--- config.mk ---
export PLATFORM = sky130hd
export DESIGN_NAME = wb_arbiter2
export DESIGN_NICKNAME = d
export VERILOG_FILES = /design/src/rtl/wb_arbiter2.sv
export SDC_FILE = /design/constraint.sdc
export NUM_CORES = 1
export LEC_CHECK = 0
export BUFFER_PORTS_ARGS = -buffer_cell sky130_fd_sc_hd__buf_2
export CORE_AREA = 8 8 119 121
export DETAILED_ROUTE_END_ITERATION = 10
export DIE_AREA = 0 0 127 129
export PLACE_DENSITY = 0.51
export SLEW_MARGIN = 40
export SYNTH_ARGS = -nofsm -noshare
export SYNTH_HDL_FRONTEND = slang
export SYNTH_SLANG_ARGS = --single-unit
--- constraint.sdc ---
create_clock -name clock -period 2.2 [get_ports clock]
set_clock_uncertainty 0.15 [all_clocks]
set_input_delay 0.33 -clock clock [delete_from_list [all_inputs] [get_ports clock]]
set_output_delay 0.33 -clock clock [all_outputs]
set_load 0.02 [all_outputs]
--- src/rtl/wb_arbiter2.sv ---
// rtl/wb_arbiter2.sv - two-master Wishbone classic round-robin arbiter for one shared slave
// Optional watchdog compiled in with WB_ARB_WATCHDOG_EN; default build omits it.
module wb_arbiter2 #(
  parameter int ADR_WIDTH = 32,
  parameter int DAT_WIDTH = 32,
  parameter int TIMEOUT   = 255
) (
  input  logic                   clock,
  input  logic                   reset,
  input  logic                   m0_cyc_i,
  input  logic                   m0_stb_i,
  input  logic                   m0_we_i,
  input  logic [ADR_WIDTH-1:0]   m0_adr_i,
  input  logic [DAT_WIDTH-1:0]   m0_dat_i,
  input  logic [DAT_WIDTH/8-1:0] m0_sel_i,
  output logic [DAT_WIDTH-1:0]   m0_dat_o,
  output logic                   m0_ack_o,
  output logic                   m0_err_o,
  input  logic                   m1_cyc_i,
  input  logic                   m1_stb_i,
  input  logic                   m1_we_i,
  input  logic [ADR_WIDTH-1:0]   m1_adr_i,
  input  logic [DAT_WIDTH-1:0]   m1_dat_i,
  input  logic [DAT_WIDTH/8-1:0] m1_sel_i,
  output logic [DAT_WIDTH-1:0]   m1_dat_o,
  output logic                   m1_ack_o,
  output logic                   m1_err_o,
  output logic                   s_cyc_o,
  output logic                   s_stb_o,
  output logic                   s_we_o,
  output logic [ADR_WIDTH-1:0]   s_adr_o,
  output logic [DAT_WIDTH-1:0]   s_dat_o,
  output logic [DAT_WIDTH/8-1:0] s_sel_o,
  input  logic [DAT_WIDTH-1:0]   s_dat_i,
  input  logic                   s_ack_i,
  input  logic                   s_err_i,
  output logic [1:0]             gnt_o,
  output logic                   timeout_o
);

  typedef enum logic [1:0] {IDLE, GNT0, GNT1} state_t;

  state_t state, state_next;
  logic   last, last_next;
  logic   abort;

  logic                   sel_cyc, sel_stb, sel_we;
  logic [ADR_WIDTH-1:0]   sel_adr;
  logic [DAT_WIDTH-1:0]   sel_dat;
  logic [DAT_WIDTH/8-1:0] sel_sel;

  always_ff @(posedge clock) begin
    if (reset) begin
      state <= IDLE;
      last  <= 1'b1;
    end else begin
      state <= state_next;
      last  <= last_next;
    end
  end

  // Grant is held for the whole cyc; release hands over directly when the other master waits.
  always_comb begin
    state_next = state;
    last_next  = last;
    case (state)
      IDLE: begin
        if (m0_cyc_i && m1_cyc_i) state_next = last ? GNT0 : GNT1;
        else if (m0_cyc_i)        state_next = GNT0;
        else if (m1_cyc_i)        state_next = GNT1;
      end
      GNT0: begin
        if (!m0_cyc_i) begin
          last_next  = 1'b0;
          state_next = m1_cyc_i ? GNT1 : IDLE;
        end
      end
      GNT1: begin
        if (!m1_cyc_i) begin
          last_next  = 1'b1;
          state_next = m0_cyc_i ? GNT0 : IDLE;
        end
      end
      default: state_next = IDLE;
    endcase
  end

  always_comb begin
    sel_cyc = 1'b0;
    sel_stb = 1'b0;
    sel_we  = 1'b0;
    sel_adr = '0;
    sel_dat = '0;
    sel_sel = '0;
    case (state)
      GNT0: begin
        sel_cyc = m0_cyc_i;
        sel_stb = m0_stb_i;
        sel_we  = m0_we_i;
        sel_adr = m0_adr_i;
        sel_dat = m0_dat_i;
        sel_sel = m0_sel_i;
      end
      GNT1: begin
        sel_cyc = m1_cyc_i;
        sel_stb = m1_stb_i;
        sel_we  = m1_we_i;
        sel_adr = m1_adr_i;
        sel_dat = m1_dat_i;
        sel_sel = m1_sel_i;
      end
      default: ;
    endcase
  end

`ifdef WB_ARB_WATCHDOG_EN
  localparam logic [15:0] TO_LIMIT = 16'(TIMEOUT);

  logic [15:0] wd_cnt;
  logic        timeout_q;

  assign abort = (state != IDLE) && sel_stb && (wd_cnt == TO_LIMIT);

  // Counts consecutive unanswered strobes under one grant; any answer, gap or regrant restarts it.
  always_ff @(posedge clock) begin
    if (reset) begin
      wd_cnt    <= '0;
      timeout_q <= 1'b0;
    end else begin
      if (abort) timeout_q <= 1'b1;
      if (state == IDLE || state_next != state || !sel_stb || s_ack_i || s_err_i || abort)
        wd_cnt <= '0;
      else
        wd_cnt <= wd_cnt + 16'd1;
    end
  end

  assign timeout_o = timeout_q;
`else
  assign abort     = 1'b0;
  assign timeout_o = 1'b0;
`endif

  assign s_cyc_o = sel_cyc & ~abort;
  assign s_stb_o = sel_stb & ~abort;
  assign s_we_o  = sel_we;
  assign s_adr_o = sel_adr;
  assign s_dat_o = sel_dat;
  assign s_sel_o = sel_sel;

  assign m0_dat_o = s_dat_i;
  assign m1_dat_o = s_dat_i;
  assign m0_ack_o = (state == GNT0) & s_ack_i & ~abort;
  assign m1_ack_o = (state == GNT1) & s_ack_i & ~abort;
  assign m0_err_o = (state == GNT0) & (s_err_i | abort);
  assign m1_err_o = (state == GNT1) & (s_err_i | abort);

  assign gnt_o = {state == GNT1, state == GNT0};

endmodule

-- Word-level counts from Yosys, hierarchy flattened
Index checks and enable logic that the tools add are counted.
- register bits after elaboration: 3
- input bits: 178
- output and inout bits: 142
- logic and storage cells: 34
- eq/ne operators: 5
- multiplexer cells: 18
- bitwise gates (word level): 4
- reductions and logical operators: 5
- operators by type and width (operator ; number):
    32-bit one-hot mux with 2 select lines ; 2
    2-bit 2-to-1 mux ; 7
    1-bit one-hot mux with 2 select lines ; 4
    4-bit one-hot mux with 2 select lines ; 1
    2-bit one-hot mux with 3 select lines ; 1
    3-bit AND reduction ; 2
    1-bit AND ; 4
    2-bit inequality test, second input constant ; 2
    4-bit inequality test, second input constant ; 1
    1-bit 2-to-1 mux ; 3
    2-bit by 1-bit equality test with 1-bit output, second input constant ; 1
    2-bit equality test, second input constant ; 1
    2-bit zero test ; 1
    2-bit nonzero test ; 1
    1-bit logical AND ; 1

-- Logic depth before layout (Yosys ltp)
- word-level depth: 4
- gate-level depth with buffers: 8
- gate-level depth less buffers: 6

-- Least setup slack after synthesis
Ideal clock, no wire load.
- path type: flip-flop to output port
- from: register state[1]
- to: output s_adr_o[18]
- arrival: 1.529 ns
- required time: 1.720 ns
- path slack: 0.191 ns
- stages on the path, launching flop included: 7
- path buffers: 2
- path through: dfxtp_1 -> inv_1 -> ha_1 -> buf_6 -> clkbuf_1 -> a22oi_1 -> nor2b_1
- longest elaborated chain between the ends: 2
- elaborated cells on any way between the ends: 3
- those cells by class: eq/ne (2); mux (1)
- RTL lines (what ; line ; source):
    from (decl) ; 43 ; state_t state, state_next;
    from (signal assigned) ; 57 ; state <= state_next;
    2-bit by 1-bit equality test with 1-bit output ; -- ;
    net gnt_o[0] ; 37 ; output logic [1:0] gnt_o,
    32-bit one-hot mux with 2 select lines ; 95 ; case (state)
    to (decl) ; 31 ; output logic [ADR_WIDTH-1:0] s_adr_o,
The timed path passes the listed nets, and every way through them passes these cells.

-- Worst setup path after layout
- from: register state[0]
- to: output s_adr_o[28]
- longest elaborated chain between the ends: 2
- elaborated cells on any way between the ends: 3
- those cells by class: eq/ne (2); mux (1)
- RTL lines (what ; line):
    2-bit equality test or 2-bit by 1-bit equality test with 1-bit output (tied branches) ; 95
    32-bit one-hot mux with 2 select lines (*) ; 95
Every way passes the cells marked *; elsewhere a longest branch is shown, timed or not.

==> flow_metrics.tcl <==
set metrics [dict create \
    synth_commonest_cells "71 x a22oi_1, 71 x nor2b_1, 66 x buf_4" \
    max_cap_violations 0 \
    cts_inserted_buffers 3 \
    fin_nets 591 \
    cp_max_fo 36 \
    place_ws_ps 164 \
    wirelength_um 8610 \
    area_delta_synth_final_pct 48.6 \
    wl_per_cell_um 15.5 \
    core_region_area_um2 12300 \
    path_class "register to output pin" \
    clk_pin_slew_ps 30 \
    die_area_um2 16400 \
    cp-start-kind "register" \
    ys_ff_latch 3 \
    vias 2353 \
    die_x_um 127 \
    yosysTopAreaCell "a22oi_1" \
    first_global_vias 2457 \
    rsz0062_at_grt "no" \
    syn_inst 265 \
    tns_ps 0 \
    finalWeightedCongestion 0.796 \
    initial_utilization 0.152 \
    grt_pass1_wl_um 12500 \
    p_leak_nw 1.38 \
    antennaDiodeCount 0 \
    min_period_ps 2090 \
    yosys_most_used_dff "dfxtp_1" \
    die_h_um 129 \
    syn_avg_cell_area_um2 7.06 \
    synth_edf_count 0 \
    netlist_area_um2 1870 \
    fin_crit_sh 0.952 \
    htreeDepth 1 \
    grt_max_degree 40 \
    syn_nets 448 \
    drtAntennaViolNets 0 \
    yosysWarnings 0 \
    synthTopCellsByArea "a22oi_1 28%, buf_4 26%, nor2b_1 24%, ha_1 3.3%, dfxtp_1 3.2%" \
    p_total_mw 1.85 \
    hold_slack_ps 141 \
    dp_hpwl_um 7320 \
    cts.sinks 3 \
    status "completed" \
    drt_first_iter_violations 72 \
    cts_tree "built" \
    drt_first_pass_iters 4 \
    ys_types 24 \
    hold_violations 0 \
    setup_ws_ps 106 \
    drive_above_1_share 0.587 \
    p_per_area_nw_per_um2 665 \
    fillers 1388 \
    final_max_slew_viol_count 0 \
    cp.required_ps 1720 \
    clk_root_buffer_cell "clkbuf_16" \
    peakVddDrop_uv 478 \
    antenna_found_initial 0 \
    cts_buffer_depth 2 \
    synth_top_area_frac 0.285 \
    async_flop_share 0 \
    drc 0 \
    crit_path_end_kind "output pin" \
    crit_arrival_ps 1610 \
    cts_hold_buffers 0 \
    clock_latency_ps 220 \
    grt_overflow 0 \
    rows 41 \
    pin_count 320 \
    grt_usage 0.0920 \
    setup_viol 0 \
    viasPerCell 4.22 \
    io_buffers 222 \
    hold_class "primary input to register" \
    postCtsSetupBuffers 0 \
    fmax_mhz 478 \
    synth_seq_area_share 0.0321 \
]
-- sequential cells by signal, summed over array words and instances (netlist names) --
signal	cells
state	2
last	1
-- metrics by stage --
step	utilization	cells	cell area (µm²)
floorplan	-	265	1870
detailed placement	0.217	553	2670
finish	0.226	557	2780
global route	0.226	557	2780
CTS	0.223	557	2750
global placement	0.217	553	2670
-- repair_timing --
item / CTS / global route
hold endpoints to repair: 0 / 0
gates resized for setup: 1 / 7
endpoints found under the setup margin: 27 / 52
-- metal layers --
metal | global-route usage | up-vias | wire [µm]
met5 | 0 | - | 0
met4 | 0.0420 | 0 | 238
met3 | 0.0277 | 32 | 756
met2 | 0.170 | 104 | 4460
met1 | 0.0941 | 1073 | 3150
li1 | - | 1144 | -
-- worst paths after layout --
kind	from	to	slack [ps]	cells past startpoint
worst min-delay path	reset	state[1]	140	2
worst min register to register	state[1]	state[1]	370	2
worst max register to register	state[1]	state[1]	440	7
worst max-delay path	state[0]	s_adr_o[28]	110	6
-- layout make-up --
type / instances / area [µm²] / area share
Tap cell: 150 / 188 / 0.0675
Inverter: 3 / 11.3 / 0.00405
Timing Repair Buffer: 228 / 1230 / 0.442
Sequential cell: 3 / 61.3 / 0.0220
Clock buffer: 4 / 78.8 / 0.0283
Multi-Input combinational cell: 169 / 1210 / 0.436
-- placed cells by master (no fill, tap or decap), types with 3 or more instances in the layout --
| cell type | n |
|---|---|
| buf_2 | 221 |
| a22oi_1 | 71 |
| nor2b_1 | 71 |
| buf_12 | 5 |
| and2_1 | 4 |
| nand2b_1 | 3 |
| clkbuf_16 | 3 |
-- logic make-up (layout without fill, tap and decap cells) --
group                    after synthesis  in the layout  share of synthesized area
AO/OA/AOI/OAI                         81             81                      0.328
flip-flops                             3              3                     0.0321
other                                  1              1                    0.00200
AND/OR/NAND/NOR                       82             82                      0.271
adder cells (fa/ha/maj)                5              5                     0.0334
buffers and inverters                 93            235                      0.334
-- critical path, cell delays in order (launching register included) --
cell	delay [ps]
dfxtp_1	380
inv_2	90
ha_4	210
buf_12	170
a22oi_1	260
nor2b_1	80
buf_2	160
-- report_power, final --
| part | total, mW | switching, mW | internal [mW] | leakage (nW) |
|---|---|---|---|---|
| logic | 1.48 | 0.795 | 0.682 | 1.32 |
| registers | 0.0822 | 0.0148 | 0.0674 | 0.0251 |
| clock network | 0.291 | 0.0520 | 0.239 | 0.0382 |
| total | 1.85 | 0.862 | 0.989 | 1.38 |
Power figures use the tool's default switching activity.
